File: src/rtl/fifo_arb_pkg.sv
// Shared types and constants for the FIFO write arbiter and its round-robin picker.
package fifo_arb_pkg;

  typedef enum logic {
    IDLE  = 1'b0,
    GRANT = 1'b1
  } arb_state_e;

  localparam int unsigned BURST_CNT_W = 4;
  // Largest burst length the counter can track.
  localparam int unsigned BURST_L_MAX = 2 ** BURST_CNT_W;

endpackage

File: src/rtl/rr_pick.sv
// Combinational round-robin picker: first asserted req searching upward from owner+1, wrapping.
module rr_pick #(
  parameter int unsigned NUM_REQ = 4,
  parameter int unsigned IDX_W   = 2
) (
  input  logic [NUM_REQ-1:0] req,
  input  logic [IDX_W-1:0]   owner,
  output logic [NUM_REQ-1:0] pick,
  output logic [IDX_W-1:0]   pick_idx,
  output logic               pick_vld
);

  // Above-owner slots win over the wrapped slots at or below owner.
  always_comb begin
    pick     = '0;
    pick_idx = owner;
    pick_vld = 1'b0;
    for (int i = 0; i < int'(NUM_REQ); i++) begin
      if (!pick_vld && req[i] && (IDX_W'(i) > owner)) begin
        pick_vld = 1'b1;
        pick[i]  = 1'b1;
        pick_idx = IDX_W'(i);
      end
    end
    for (int i = 0; i < int'(NUM_REQ); i++) begin
      if (!pick_vld && req[i] && (IDX_W'(i) <= owner)) begin
        pick_vld = 1'b1;
        pick[i]  = 1'b1;
        pick_idx = IDX_W'(i);
      end
    end
  end

endmodule

File: src/rtl/fifo_wr_arbiter.sv
// Round-robin burst arbiter sharing one FIFO write port between NUM_REQ producers.
// Optional FIFO_ARB_ALMST_THROTTLE_EN: hold off new grants while the FIFO is almost full.
module fifo_wr_arbiter
  import fifo_arb_pkg::*;
#(
  parameter int unsigned NUM_REQ = 4,
  parameter int unsigned DATA_W  = 24,
  parameter int unsigned BURST_L = 4,
  parameter int unsigned IDX_W   = 2
) (
  input  logic                        clk,
  input  logic                        reset,
  input  logic [NUM_REQ-1:0]          req,
  input  logic [NUM_REQ*DATA_W-1:0]   req_data,
  output logic [NUM_REQ-1:0]          gnt,
  output logic [NUM_REQ-1:0]          ack,
  output logic [IDX_W-1:0]            owner,
  output logic                        busy,
  input  logic                        fifo_full,
  input  logic                        fifo_almst_full,
  output logic                        fifo_wr_en,
  output logic [DATA_W-1:0]           fifo_data_in
);

  localparam logic [BURST_CNT_W-1:0] LAST_CNT  = BURST_CNT_W'(BURST_L - 1);
  localparam logic [IDX_W-1:0]       OWNER_RST = IDX_W'(NUM_REQ - 1);

  if ((BURST_L < 1) || (BURST_L > BURST_L_MAX)) begin : g_bad_burst_l
    $error("fifo_wr_arbiter: BURST_L out of range");
  end

  arb_state_e               state_q, state_d;
  logic [NUM_REQ-1:0]       gnt_d;
  logic [IDX_W-1:0]         owner_d;
  logic                     busy_d;
  logic [BURST_CNT_W-1:0]   cnt_q, cnt_d;
  logic                     owner_req;
  logic                     throttle;
  logic [NUM_REQ-1:0]       pick;
  logic [IDX_W-1:0]         pick_idx;
  logic                     pick_vld;

`ifdef FIFO_ARB_ALMST_THROTTLE_EN
  assign throttle = fifo_almst_full;
`else
  logic unused_almst_full;
  assign throttle          = 1'b0;
  assign unused_almst_full = fifo_almst_full;
`endif

  rr_pick #(
    .NUM_REQ (NUM_REQ),
    .IDX_W   (IDX_W)
  ) u_rr_pick (
    .req      (req),
    .owner    (owner),
    .pick     (pick),
    .pick_idx (pick_idx),
    .pick_vld (pick_vld)
  );

  always_ff @(posedge clk) begin
    if (reset) begin
      state_q <= IDLE;
      gnt     <= '0;
      owner   <= OWNER_RST;
      busy    <= 1'b0;
      cnt_q   <= '0;
    end else begin
      state_q <= state_d;
      gnt     <= gnt_d;
      owner   <= owner_d;
      busy    <= busy_d;
      cnt_q   <= cnt_d;
    end
  end

  // Write path follows the one-hot grant; reset blocks an in-flight word.
  always_comb begin
    state_d      = state_q;
    gnt_d        = gnt;
    owner_d      = owner;
    busy_d       = busy;
    cnt_d        = cnt_q;
    ack          = '0;
    owner_req    = 1'b0;
    fifo_data_in = '0;

    for (int i = 0; i < int'(NUM_REQ); i++) begin
      if (gnt[i]) begin
        owner_req    = req[i];
        fifo_data_in = req_data[i*DATA_W +: DATA_W];
        ack[i]       = req[i] & ~fifo_full & ~reset;
      end
    end
    fifo_wr_en = |ack;

    case (state_q)
      IDLE: begin
        if (pick_vld && !throttle) begin
          state_d = GRANT;
          gnt_d   = pick;
          owner_d = pick_idx;
          busy_d  = 1'b1;
          cnt_d   = '0;
        end
      end
      GRANT: begin
        // A full FIFO with req held simply stalls here; the owner is never pre-empted.
        if (!owner_req || (fifo_wr_en && (cnt_q == LAST_CNT))) begin
          state_d = IDLE;
          gnt_d   = '0;
          busy_d  = 1'b0;
        end else if (fifo_wr_en) begin
          cnt_d = cnt_q + BURST_CNT_W'(1);
        end
      end
      default: begin
        state_d = IDLE;
        gnt_d   = '0;
        busy_d  = 1'b0;
      end
    endcase
  end

endmodule
File: config.mk
export PLATFORM = sky130hd
export DESIGN_NAME = fifo_wr_arbiter
export DESIGN_NICKNAME = d
export VERILOG_FILES = /design/src/rtl/fifo_arb_pkg.sv /design/src/rtl/rr_pick.sv /design/src/rtl/fifo_wr_arbiter.sv
export SDC_FILE = /design/constraint.sdc
export NUM_CORES = 1
export LEC_CHECK = 0
export BUFFER_PORTS_ARGS = -buffer_cell sky130_fd_sc_hd__buf_4
export CORE_MARGIN = 10
export CORE_UTILIZATION = 40
export DETAILED_ROUTE_END_ITERATION = 8
export PLACE_DENSITY = 0.86
export RECOVER_POWER = 25
export SETUP_SLACK_MARGIN = 0.02
export SYNTH_ARGS = -nofsm -noshare
export SYNTH_HDL_FRONTEND = slang
export SYNTH_SLANG_ARGS = --single-unit
export TNS_END_PERCENT = 20
File: constraint.sdc
create_clock -name clk -period 4.3 [get_ports clk]
set_input_delay 0.43 -clock clk [delete_from_list [all_inputs] [get_ports clk]]
set_output_delay 0.43 -clock clk [all_outputs]
set_load 0.05 [all_outputs]
==> results of run 1 <==
power groups by stage:
stage	logic, uW	clock network, uW	registers (uW)
floorplan	278	0	150
global placement	443	0	151
detailed placement	447	0	151
CTS	448	103	149
global route	468	108	153
finish	442	102	149
flip-flops by register name (all words and copies together), names as in the netlist:
name,count
gnt,4
state_q,1
owner,2
busy,1
cnt_q,4
worst max path at each step:
stage | from | endpoint | slack (ns) | cells past startpoint
CTS | gnt[1] | fifo_data_in[13] | 1.38 | 5
global route | gnt[3] | fifo_wr_en | 0.84 | 4
floorplan | gnt[0] | fifo_data_in[10] | 1.22 | 5
finish | gnt[3] | fifo_wr_en | 1.11 | 4
detailed placement | gnt[1] | fifo_data_in[13] | 1.64 | 5
global placement | gnt[1] | fifo_data_in[13] | 1.61 | 5
cell families (layout without fill, tap and decap cells):
| family | after synthesis | count (layout) | share of synthesized area (%) |
|---|---|---|---|
| AND/OR/NAND/NOR | 94 | 94 | 32.3 |
| AO/OA/AOI/OAI | 80 | 80 | 41.4 |
| buffers and inverters | 29 | 148 | 7.91 |
| flip-flops | 12 | 12 | 15.6 |
| multiplexers | 3 | 3 | 1.96 |
| adder cells (fa/ha/maj) | 1 | 1 | 0.815 |
area by class of cell:
class / instances / area, um^2 / share of cell area, %
Clock buffer: 3 / 41.3 / 1.62
Multi-Input combinational cell: 178 / 1170 / 46.0
Timing Repair Buffer: 140 / 1020 / 39.9
Tap cell: 48 / 60.1 / 2.35
Inverter: 5 / 18.8 / 0.736
Sequential cell: 12 / 240 / 9.42
through the flow:
step	power, uW	util (%)	hold WS, ns	cells	worst slack (ns)
after floorplan	428	-	0.428	219	1.22
after global placement	595	69.0	0.445	383	1.61
after detailed placement	599	69.0	0.459	383	1.64
after CTS	700	70.1	0.449	386	1.38
after global routing	729	69.2	0.466	386	0.840
final	692	69.2	0.450	386	1.11
critical path, stage by stage, from the launching register on:
cell     delay (ns)
dfxtp_1        1.55
a22oi_1        0.18
a31o_2         0.37
inv_1          0.19
buf_4          0.24
cell usage in the layout, fill, tap and decap left out, types with 4 or more instances in the layout:
master / instances
buf_4: 131
nand2_1: 34
nor2b_1: 25
a221oi_1: 24
o31ai_1: 24
dfxtp_1: 12
nor2_1: 11
clkbuf_1: 9
a21oi_1: 8
o211ai_1: 7
inv_1: 5
nand4_1: 4
routing by layer:
metal,vias up,routed length [um]
li1,1084,-
met5,-,0
met3,8,642
met1,1003,2870
met4,0,81
met2,84,3740
==> results.md, run 1 <==
* Reg2reg end: busy
* Post-Synthesis Cell Area at approximately 1500 um^2
* R2r setup slk at ~1.4 ns
* Clock network power share at approximately 15%
* Worst Reg-to-Reg Cells at 4
* Root buffer cell: clkbuf_8
* Vias per cell at about 5.6
* Final Critical Period at roughly 3.2 ns
* Initial Utilization at 41.6%
* Area after DPL at around 2500 um^2
* Status: finished, violations left
* Setup crit start kind: flop
* Failing checks: capacitance limit, slew limit
* Std cell rows at 22
* DRC Markers at 0
* Switching power at 342 uW
* F_max at around 310 MHz
* Worst Clk Skew at roughly 0.0010 ns
* Setup CP Type: flop to primary output
* HP Class: input port to flop
* Seq pwr share at approximately 22%
* H-tree Lvls at 1
* Most used routing layer: met2
* CTS clk-pin slew, worst paths at 0.05 ns
* Final wirelength at approximately 7.3 mm
* Worst-Margin Slew at 1.82 ns
* Crit path DAT at about 2.8 ns
* Worst r2r src: gnt[3]
* Crit. End Element: primary output
* Area share of the largest cell type after synthesis at 15.6%
* #FFs+latches synth at 12
* Post-synth EDFFs at 0
* Die H at around 82 um
* Syn_area_per_cell at ~7.0 um^2
* Fin area at roughly 2600 um^2
* Yosys warns at 0
* Hold Violations, Final at 0
* Most frequent cell after synthesis: nand2_1
* Cell internal pwr at 350 uW
* GR Util All Layers at about a fifth
* Layout cells sized above 1 at about two fifths
* Peak supply drop at about 0.25 mV
* Routability cong. at 0.904
* Setup repair after global routing missed its margin: no
* List of most frequent post-synthesis cells: 34 x nand2_1, 25 x nor2b_1, 24 x a221oi_1, 24 x o31ai_1, 18 x clkbuf_1
* Max-Cap Viols at 1
* Largest net degree at the start of global routing at 57
* Combinational power share at between 60% and 70%
* Area Growth Syn to Fin at 66.2%
* DRT iter0 DRCs at 167
* Hold Path End: cnt_q[0]
* Core Area at ~3700 um^2
* Layout Nets at 445
* Final HPWL DP at about 5.9 mm
* Switching Share at about half
* Ys async rst share at 0%
* Num ports at between 100 and 150
* Largest cells by area after synthesis: dfxtp_1 16%, a221oi_1 14%, o31ai_1 12%
* Clk Latency, worst-skew pair at 0.24 ns
* Congestion Overflow GR at 0
* Crit-path max FO at 56
* Post-synthesis sequential area ratio at 15.6%
* Vias post-DR at between 2000 and 2500
* Lkg Pwr at 0.00111 uW
* Drt pass-1 iters at 4
* Total CTS buffers at 3
* Distinct cells, synth at 42
* Top_reg_cell synth: dfxtp_1
* Post-CTS Hold Buffers at 0
* Mapped Nets at 324
* Max-slew headroom at the worst pin at -21.4%
* Global Route met1 Usage at between 20% and 30%
* Final period util at between 70% and 80%
* Worst hold stages at 2
* Port bufs at about 140
* CTS tree: built
* # diodes at 0
* DIE WIDTH at between 80 and 90 um
* Filler instances at approximately 350
* Vias in the first global route at about 2000
* First-pass GRT wire length at about 11 mm
* Post-synthesis cell count at between 200 and 250
* Drt wl/cell at 19.0 um
* Setup TNS at 0 ns
* Worst Path Required at a little under 4 ns
* Met2 Use GR at around a third
* Sink Count at 12
* Post-CTS sizing at 0
* Pins Over Slew Limit at 57
* Hold path startpoint: reset
* Die footprint at about 6700 um^2
* Clock Path Buffers at 2
* Met3 GRT Util at about 4.7%
* Power per standard cell area at between 200 and 300 nW/um^2
* Postcts setup bufs at 0
* Synth area leader: dfxtp_1
* Antenna violations before repair at 0
* # setup viols final at 0
* Final antenna-violating net count at 0
Note: power is estimated with default switching activity, not from simulation.
==> run 2, diff against run 1 <==
--- a/config.mk
+++ b/config.mk
@@ -5,11 +5,12 @@
 export SDC_FILE = /design/constraint.sdc
 export NUM_CORES = 1
 export LEC_CHECK = 0
+export ABC_AREA = 1
 export BUFFER_PORTS_ARGS = -buffer_cell sky130_fd_sc_hd__buf_4
 export CORE_MARGIN = 10
-export CORE_UTILIZATION = 40
+export CORE_UTILIZATION = 37
 export DETAILED_ROUTE_END_ITERATION = 8
-export PLACE_DENSITY = 0.86
+export PLACE_DENSITY = 0.81
 export RECOVER_POWER = 25
 export SETUP_SLACK_MARGIN = 0.02
 export SYNTH_ARGS = -nofsm -noshare
==> constraint.sdc (replaced) <==
create_clock -name clk -period 3.3 [get_ports clk]
set_input_delay 0.33 -clock clk [delete_from_list [all_inputs] [get_ports clk]]
set_output_delay 0.33 -clock clk [all_outputs]
set_load 0.05 [all_outputs]
==> run 2 against run 1 <==
The run now ends clean. Sequential share of layout area increased by 0.13 points. Global-route usage decreased by 1.1 points. Highest routed layer unchanged. Area after synthesis decreased by 3.3%. Critical endpoint unchanged. Synthesized cell count increased by 4.1%. Setup slack got worse by 0.53 ns. Count of clock-buffer cells in the layout increased by 1. Largest cell class unchanged. Critical path type unchanged. Core utilization decreased by 2.4 points. First-iteration DRC count decreased by 9.6%. Combinational power increased by 47%.
==> results.md, run 2 <==
* Core Area at around 3800 um^2
* Antenna violations before repair at 0
* CTS tree: built
* Crit. End Element: primary output
* List of most frequent post-synthesis cells: 48 x nand2_1, 37 x nor2_1, 24 x a221oi_1, 24 x o31ai_1
* Post-CTS sizing at 0
* Setup TNS at 0 ns
* Peak supply drop at 0.386 mV
* Most frequent cell after synthesis: nand2_1
* Total CTS buffers at 3
* H-tree Lvls at 1
* Largest cells by area after synthesis: dfxtp_1 16%, a221oi_1 14%, nand2_1 12%
* HP Class: input port to flop
* Post-synth EDFFs at 0
* Mapped Nets at about 330
* Ys async rst share at 0%
* Setup repair after global routing missed its margin: no
* Hold Violations, Final at 0
* Power per standard cell area at between 300 and 400 nW/um^2
* #FFs+latches synth at 12
* Synth area leader: dfxtp_1
* Post-Synth Simple-Gate Area at ~38%
* R2r setup slk at 0.76 ns
* Max-slew headroom at the worst pin at between 10% and 20%
* # diodes at 0
* F_max at around 370 MHz
* Main combinational cell family by area after synthesis: simple AND/OR/NAND/NOR gates
* Clk Latency, worst-skew pair at about 0.25 ns
* Reg2reg end: gnt[1]
* Mux cell area share after synthesis at 0%
* GR Util All Layers at 19.1%
* Status: finished, final reports clean
* Post-layout util at 66.8%
* Die H at roughly 83 um
* Vias in the first global route at 2027
* Hold path startpoint: reset
* Final antenna-violating net count at 0
* Yosys warns at 0
* Post-synthesis cell count at 228
* Drt wl/cell at approximately 18 um
* Post-synthesis xor/xnor area fraction at between 1 and 1.5%
* Post-Synthesis Cell Area at 1480 um^2
* Post-synthesis sequential area ratio at 16.2%
* Crit path DAT at approximately 2.4 ns
* Root buffer cell: clkbuf_8
* Routability cong. at 0.854
* Final HPWL DP at between 5 and 6 mm
* Area Growth Syn to Fin at 69.6%
* Initial Utilization at 39.3%
* CTS clk-pin slew, worst paths at ~0.060 ns
* Post-CTS Hold Buffers at 0
* Worst Path Required at about 3 ns
* Vias post-DR at approximately 2200
* Most common cell after layout, fill and taps aside: buf_4
* Pins Over Slew Limit at 0
* Worst r2r src: gnt[1]
* Top_reg_cell synth: dfxtp_1
* Max-Cap Viols at 0
* Port bufs at about 140
* Worst hold stages at 2
* Worst Reg-to-Reg Cells at 11
* Compound-gate portion of the synthesized area at approximately a third
* Congestion Overflow GR at 0
* DRT iter0 DRCs at roughly 150
* DIE WIDTH at about 83 um
* Num ports at 140
* Largest net degree at the start of global routing at 30
* Clock Path Buffers at 2
* Adder-cell share of the synthesized area at less than 1%
* Distinct cells, synth at 32
* Area share of the largest cell type after synthesis at 16.2%
* Most frequent cells in the layout: 134 x buf_4, 49 x nand2_1, 38 x nor2_1, 24 x a221oi_1, 24 x o31ai_1
* # setup viols final at 0
* Final wirelength at between 7 and 8 mm
* Filler instances at 361
* Worst Clk Skew at between 0.0009 and 0.001 ns
* Postcts setup bufs at 0
* Setup crit start kind: flop
* Layout cells sized above 1 at approximately 44%
* Sink Count at 12
* Die footprint at 6940 um^2
* Crit-path max FO at 28
* Vias per cell at around 5.4
* Final period util at 82.4%
* Worst-Margin Slew at 1.30 ns
* Hold Path End: cnt_q[3]
* DRC Markers at 0
* Layout Nets at 462
* Syn_area_per_cell at around 6.5 um^2
* Biggest registers after layout: cnt_q (4), gnt (4), owner (2)
* Drt pass-1 iters at 4
* Setup CP Type: flop to primary output
* Final Critical Period at 2.72 ns
* Std cell rows at 22
* Lkg Pwr at around 0.0012 uW
* First-pass GRT wire length at 11.3 mm
==> run 2: changes by cell type after synthesis, moves of 4 or more <==
cell / previous run / this run
nand2_1: 34 / 48
nor2_1: 11 / 37
clkbuf_1: 18 / 8
o211ai_1: 7 / 1
nand2_4: 0 / 4
inv_1: 5 / 12
buf_4: 0 / 6
nand3_1: 2 / 11
nor2b_1: 25 / 0
==> run 2: where the power goes <==
group          internal, uW  switching (uW)
Sequential              157            19.8
Clock                   106            61.3
Combinational           226             422
==> run 2: worst max-delay path by stage <==
stage,startpoint,end,cells after the start
CTS,gnt[0],fifo_data_in[19],6
floorplan,gnt[0],fifo_data_in[10],5
global placement,gnt[0],fifo_data_in[13],6
detailed placement,gnt[0],fifo_data_in[13],6
finish,gnt[1],fifo_wr_en,6
global route,gnt[1],fifo_wr_en,6
==> run 2: logic make-up after synthesis <==
logic type	after synthesis
AOI/OAI and AO/OA	64
adders and majority gates	1
DFF	12
and+or+nand+nor	115
buffers and inverters	34
xor gates and xnor gates	2
==> run 2: area by class of cell <==
class / instances / area, um^2 / share of cell area (%)
multi-input combinational: 182 / 1060 / 42.2
timing repair buffer: 142 / 1040 / 41.2
sequential: 12 / 240 / 9.54
inverter: 16 / 62.6 / 2.49
tap: 48 / 60.1 / 2.39
clock buffer: 4 / 55.1 / 2.19
==> run 2: critical path, cell delays in order (launching register included) <==
cell and delay [ns]:
dfxtp_1 0.32, clkbuf_1 0.95, nand2_1 0.27, a21oi_2 0.27, nor2_4 0.07, inv_4 0.06, buf_4 0.19
==> run 2: per-stage QoR <==
stage	cell area (um^2)	hold slack, ns	worst slack (ns)	power [uW]	cells
2_1_floorplan	1480	0.473	0.491	606	228
4_1_cts	2560	0.328	0.886	1010	404
6_report	2520	0.329	0.581	992	404
5_1_grt	2520	0.342	0.403	1040	404
3_5_place_dp	2500	0.479	1.15	841	400
3_3_place_gp	2500	0.471	1.21	835	400
==> run 2: metal layers <==
metal | share of wire (%) | wire (um) | track usage [%] | vias to the layer above
met5 | 0 | 0 | 0 | -
met4 | 0.79 | 57 | 3.23 | 0
met3 | 7.4 | 536 | 4.10 | 7
met2 | 50 | 3620 | 33.6 | 106
met1 | 42 | 3030 | 23.3 | 998
li1 | - | - | - | 1076
